==> src/rtl/div_seq_unit_if.sv <==
// EX-stage <-> sequential divider bundle: request operands, stall/valid status, results.
// The EX stage drives the master side; the divider takes the slave side.
interface div_seq_unit_if #(
  parameter int WIDTH = 32
);
  logic             div_startE;
  logic             div_signedE;
  logic [WIDTH-1:0] src_aE;
  logic [WIDTH-1:0] src_bE;
  logic             flushE;
  logic             div_stallE;
  logic             div_validE;
  logic [WIDTH-1:0] quotientE;
  logic [WIDTH-1:0] remainderE;

  modport master (
    output div_startE, div_signedE, src_aE, src_bE, flushE,
    input  div_stallE, div_validE, quotientE, remainderE
  );

  modport slave (
    input  div_startE, div_signedE, src_aE, src_bE, flushE,
    output div_stallE, div_validE, quotientE, remainderE
  );
endinterface

==> src/rtl/div_seq_unit.sv <==
// Radix-2 restoring divider for MIPS DIV/DIVU, one quotient bit per cycle.
// Valid pulses WIDTH+1 cycles after start; stall is held from start until the result cycle.
module div_seq_unit #(
  parameter int WIDTH = 32
) (
  input  logic          clk,
  input  logic          resetn,
  div_seq_unit_if.slave bus
);
  localparam int CW = (WIDTH > 1) ? $clog2(WIDTH) : 1;

  typedef enum logic [1:0] {IDLE, CALC, DONE} state_t;

  state_t           state, state_nxt;
  logic [CW-1:0]    cnt;
  logic [WIDTH-1:0] dq;      // dividend shifts out the top, quotient bits shift in the bottom
  logic [WIDTH-1:0] b_mag;
  logic [WIDTH-1:0] rem;
  logic [WIDTH-1:0] a_raw;
  logic [WIDTH-1:0] q_r, r_r;
  logic             q_neg, r_neg, dz;

  logic             accept, last;
  logic             neg_a, neg_b;
  logic [WIDTH-1:0] a_abs, b_abs;
  logic [WIDTH:0]   pr, pr_sub;
  logic             qbit;
  logic [WIDTH-1:0] rem_nxt, dq_nxt, q_fin, r_fin;

  assign accept = (state == IDLE) && bus.div_startE && !bus.flushE;
  assign last   = (cnt == CW'(WIDTH-1));

  assign neg_a = bus.div_signedE && bus.src_aE[WIDTH-1];
  assign neg_b = bus.div_signedE && bus.src_bE[WIDTH-1];
  assign a_abs = neg_a ? -bus.src_aE : bus.src_aE;
  assign b_abs = neg_b ? -bus.src_bE : bus.src_bE;

  // No borrow out of the trial subtraction means partial remainder >= divisor.
  assign pr      = {rem, dq[WIDTH-1]};
  assign pr_sub  = pr - {1'b0, b_mag};
  assign qbit    = !pr_sub[WIDTH];
  assign rem_nxt = qbit ? pr_sub[WIDTH-1:0] : pr[WIDTH-1:0];
  assign dq_nxt  = {dq[WIDTH-2:0], qbit};

  // Divide-by-zero bypasses sign correction so both modes give all-ones / raw dividend.
  assign q_fin = dz ? {WIDTH{1'b1}} : (q_neg ? -dq_nxt : dq_nxt);
  assign r_fin = dz ? a_raw         : (r_neg ? -rem_nxt : rem_nxt);

  always_ff @(posedge clk or negedge resetn) begin
    if (!resetn) begin
      state <= IDLE;
    end else begin
      state <= state_nxt;
    end
  end

  always_comb begin
    state_nxt = state;
    case (state)
      IDLE:    if (accept) state_nxt = CALC;
      CALC: begin
        if (bus.flushE)  state_nxt = IDLE;
        else if (last)   state_nxt = DONE;
      end
      DONE:    state_nxt = IDLE;
      default: state_nxt = IDLE;
    endcase
  end

  always_ff @(posedge clk or negedge resetn) begin
    if (!resetn) begin
      cnt   <= '0;
      dq    <= '0;
      b_mag <= '0;
      rem   <= '0;
      a_raw <= '0;
      q_neg <= 1'b0;
      r_neg <= 1'b0;
      dz    <= 1'b0;
      q_r   <= '0;
      r_r   <= '0;
    end else if (accept) begin
      cnt   <= '0;
      dq    <= a_abs;
      b_mag <= b_abs;
      rem   <= '0;
      a_raw <= bus.src_aE;
      q_neg <= bus.div_signedE && (bus.src_aE[WIDTH-1] ^ bus.src_bE[WIDTH-1]);
      r_neg <= neg_a;
      dz    <= (bus.src_bE == '0);
    end else if ((state == CALC) && !bus.flushE) begin
      cnt <= cnt + 1'b1;
      dq  <= dq_nxt;
      rem <= rem_nxt;
      if (last) begin
        q_r <= q_fin;
        r_r <= r_fin;
      end
    end
  end

  assign bus.div_stallE = accept || ((state == CALC) && !bus.flushE);
  assign bus.div_validE = (state == DONE);
  assign bus.quotientE  = q_r;
  assign bus.remainderE = r_r;
endmodule

==> src/flat_wrapper.sv <==
// flat-port wrapper written by rule: the top's interface ports become plain ports
module div_seq_unit_flat 
#(
  parameter int WIDTH = 32
)
  (clk, resetn, bus_div_startE, bus_div_signedE, bus_src_aE, bus_src_bE, bus_flushE, bus_div_stallE, bus_div_validE, bus_quotientE, bus_remainderE);
  div_seq_unit_if #(.WIDTH(WIDTH)) bus_i ();
  input  logic clk;
  input  logic resetn;
  input wire logic [$bits(bus_i.div_startE)-1:0] bus_div_startE;
  input wire logic [$bits(bus_i.div_signedE)-1:0] bus_div_signedE;
  input wire logic [$bits(bus_i.src_aE)-1:0] bus_src_aE;
  input wire logic [$bits(bus_i.src_bE)-1:0] bus_src_bE;
  input wire logic [$bits(bus_i.flushE)-1:0] bus_flushE;
  output wire logic [$bits(bus_i.div_stallE)-1:0] bus_div_stallE;
  output wire logic [$bits(bus_i.div_validE)-1:0] bus_div_validE;
  output wire logic [$bits(bus_i.quotientE)-1:0] bus_quotientE;
  output wire logic [$bits(bus_i.remainderE)-1:0] bus_remainderE;
  assign bus_i.div_startE = bus_div_startE;
  assign bus_i.div_signedE = bus_div_signedE;
  assign bus_i.src_aE = bus_src_aE;
  assign bus_i.src_bE = bus_src_bE;
  assign bus_i.flushE = bus_flushE;
  assign bus_div_stallE = bus_i.div_stallE;
  assign bus_div_validE = bus_i.div_validE;
  assign bus_quotientE = bus_i.quotientE;
  assign bus_remainderE = bus_i.remainderE;
  div_seq_unit #(.WIDTH(WIDTH)) u_core (.clk(clk), .resetn(resetn), .bus(bus_i));
endmodule
==> config.mk <==
export PLATFORM = sky130hd
export DESIGN_NAME = div_seq_unit_flat
export DESIGN_NICKNAME = d
export VERILOG_FILES = /design/src/rtl/div_seq_unit_if.sv /design/src/rtl/div_seq_unit.sv /design/src/flat_wrapper.sv
export SDC_FILE = /design/constraint.sdc
export NUM_CORES = 1
export LEC_CHECK = 0
export CAP_MARGIN = 20
export CORE_ASPECT_RATIO = 0.6
export CORE_MARGIN = 2
export CORE_UTILIZATION = 40
export CTS_BUF_LIST = sky130_fd_sc_hd__clkbuf_2 sky130_fd_sc_hd__clkbuf_4 sky130_fd_sc_hd__clkbuf_8
export CTS_CLUSTER_DIAMETER = 50
export DETAILED_ROUTE_END_ITERATION = 7
export GPL_TIMING_DRIVEN = 0
export MAX_ROUTING_LAYER = met4
export PLACE_DENSITY = 0.67
export SYNTH_ARGS = -nofsm -noshare
export SYNTH_HDL_FRONTEND = slang
export SYNTH_SLANG_ARGS = --single-unit
export TNS_END_PERCENT = 100
==> constraint.sdc <==
create_clock -name clk -period 5.93 [get_ports clk]
set_input_delay 1.186 -clock clk [delete_from_list [all_inputs] [get_ports clk]]
set_output_delay 1.186 -clock clk [all_outputs]
set_load 0.02 [all_outputs]
==> impl_metrics.tcl <==
set metrics [dict create \
    status "finished clean" \
    grt_max_degree 112 \
    seq_area_frac_synth 0.3759 \
    drtAntennaViolNets 0 \
    overflow 0 \
    required_ps 6330 \
    routed_wl_mm 48.56 \
    power.total_mw 8.649 \
    io_buffers 134 \
    synth_edf_count 0 \
    max-slew-margin-rel 0.2712 \
    area_growth_pct 20.85 \
    setup_violations 0 \
    fin_nets 1898 \
    drive_gt1_frac 0.07654 \
    final_area_um2 16250 \
    dpl-instance-area_um2 15420 \
    start_kind "register" \
    first_iter_violations 1483 \
    cp-end-kind "register" \
    p_leak_nw 6.893 \
    ys.flop_type "dfrtp_1" \
    busiest_layer "met1" \
    routedWlPerCell_um 21.42 \
    cts_hold_buf 0 \
    cts_inserted_buffers 36 \
    synth_nets 1724 \
    vias 13230 \
    rsz0062_at_grt "no" \
    criticalPathCategory "register to register" \
    maxCapViolations 0 \
    grtUsageMet1 0.4503 \
    whs_ps 475.8 \
    row_count 51 \
    cts_max_path_buffers 3 \
    skew_ps 19.11 \
    critPathArrivalTime_ps 6040 \
    grtUsageMet2 0.3604 \
    clkTransAtPathRegs_ps 70 \
    hpwl_mm 38.42 \
    synth_seq_cells 202 \
    power.density_nw_per_um2 532.2 \
    synthArstFlopShare 1.000 \
    final_cell_mix "nand2_1, dfrtp_1, o21ai_0, clkdlybuf4s50_1, nor2_1" \
    die_height_um 146.0 \
    synthCells 1616 \
    grt_use_met3 0.07525 \
    crit_fanout 28 \
    worst-slew-pin-transition_ps 1089 \
    post-route-period-util 0.9504 \
    ys_types 87 \
    syn_area_um2 13450 \
    min_period_ps 5636 \
    hold_path_class "register to register" \
    synth_area_per_cell_um2 8.321 \
    grt_pass1_wl_mm 74.92 \
    fin_setup_tns_ps 0 \
    die_width_um 240.7 \
    hold_viol 0 \
    gp_congestion 0.9393 \
    cts-root-buf "clkbuf_8" \
    timing.fmax_mhz 177.4 \
    core_area_um2 32740 \
    htreeDepth 2 \
    first_global_vias 12330 \
    first_pass_iters 6 \
    final_common_cell "nand2_1" \
    start_util 0.4108 \
    slew_violations 0 \
    yosys_warnings 0 \
    peakVddDrop_v 0.0003317 \
    die-area_um2 35150 \
    viasPerCell 5.836 \
    clock_sink_count 202 \
    clock_latency_ps 560 \
    antenna_found_initial 0 \
    ios 135 \
    cts_tree "done" \
    grt_use_total 0.2862 \
    route.detailed.drc 0 \
]
## final timing paths
path	from	endpoint	slack, ps	cells past startpoint
max	u_core.b_mag[0]$_DFFE_PN0P_	u_core.bus.remainderE[24]$_DFFE_PN0P_	290	24
min	u_core.bus.remainderE[8]$_DFFE_PN0P_	u_core.bus.remainderE[8]$_DFFE_PN0P_	480	2
max reg2reg	u_core.b_mag[0]$_DFFE_PN0P_	u_core.bus.remainderE[24]$_DFFE_PN0P_	290	24
min reg2reg	u_core.bus.remainderE[8]$_DFFE_PN0P_	u_core.bus.remainderE[8]$_DFFE_PN0P_	480	2
max in group asynchronous	resetn	u_core.bus.quotientE[28]$_DFFE_PN0P_	4430	3
min in group asynchronous	resetn	u_core.rem[5]$_DFFE_PN0P_	650	2
## sequential cells by signal (all words and copies together), names as in the netlist, 2 cells and up
name / flops
u_core.a_raw: 32
u_core.b_mag: 32
u_core.bus.quotientE: 32
u_core.bus.remainderE: 32
u_core.dq: 32
u_core.rem: 32
u_core.cnt: 5
u_core.state: 2
## stage by stage
| step | std cells | utilization | setup WS [ps] |
|---|---|---|---|
| 3_5_place_dp | 2203 | 0.4712 | -797.3 |
| 6_report | 2267 | 0.4964 | 294.0 |
| 5_1_grt | 2266 | 0.4964 | 64.81 |
| 4_1_cts | 2268 | 0.4959 | 11.90 |
| 2_1_floorplan | 1616 | - | 800.5 |
| 3_3_place_gp | 2200 | 0.4689 | -5173 |
## kinds of logic (layout without fill, tap and decap cells)
kind of cell             Yosys count  after routing  share of synthesized area
adder cells (fa/ha/maj)           39             39                    0.03685
AND/OR/NAND/NOR                  577            577                     0.1982
other                              0              1                          0
flip-flops                       202            202                     0.3759
buffers and inverters            142            342                    0.04494
XOR/XNOR                         140            140                    0.09119
multiplexers                      39             39                    0.02950
AO/OA/AOI/OAI                    477            477                     0.2234
## area by class of cell
| class | count | area (µm²) |
|---|---|---|
| well taps | 450 | 563.0 |
| diodes | 1 | 2.502 |
| fillers | 3209 | 16480 |
| multi-input cells | 1272 | 7828 |
| repair buffers | 139 | 1424 |
| flip-flops and latches | 202 | 5057 |
| clock buffers | 53 | 666.9 |
| clock inverters | 11 | 90.09 |
| plain buffers | 86 | 420.4 |
| inverters | 53 | 198.9 |
## power by group
| group | internal (mW) | switching (mW) |
|---|---|---|
| Combinational | 1.98 | 3.31 |
| Sequential | 1.63 | 0.326 |
| Clock | 0.771 | 0.640 |
| Total | 4.38 | 4.27 |
## cell usage after synthesis, drive strengths merged, types with 34 or more instances
| master | n | area [µm²] |
|---|---|---|
| a21oi | 110 | 576.8 |
| nor3 | 38 | 195.2 |
| o21ai | 183 | 923.4 |
| mux2i | 34 | 340.3 |
| inv | 51 | 191.4 |
| clkbuf | 58 | 219.0 |
| ha | 38 | 475.5 |
| xnor2 | 68 | 595.6 |
| nand2 | 264 | 993.5 |
| xor2 | 72 | 630.6 |
| dfrtp | 202 | 5055 |
| nor2 | 127 | 476.7 |
## worst max-delay path: stages (launching register included)
cell and delay (ps):
dfrtp_2 480, ha_1 270, fa_1 400, and2b_2 290, o21ai_2 110, a21boi_2 140
buf_4 160, o211ai_2 170, a21bo_1 250, buf_6 150, nand3_4 190, buf_12 240
buf_6 220, nand2_1 70, o21ai_1 160, ha_1 180, buf_2 210, nand3b_1 140
nor3_1 200, mux2i_2 170, or4_4 510, o21ai_0 230, xor2_1 90, mux2i_1 250
o21ai_0 140
## layer usage
metal,up-vias,part of all wire
met5,-,0
met4,0,0.013
met3,51,0.10
met2,538,0.38
met1,6533,0.50
li1,6108,-
## repair_timing
action                                  in CTS  in global routing
cloned                                       0                  0
pin swaps                                    1                  0
endpoints found under the setup margin      10                 11
setup buffers                                2                  0
gates resized for setup                     12                 10
Power figures use the tool's default switching activity.
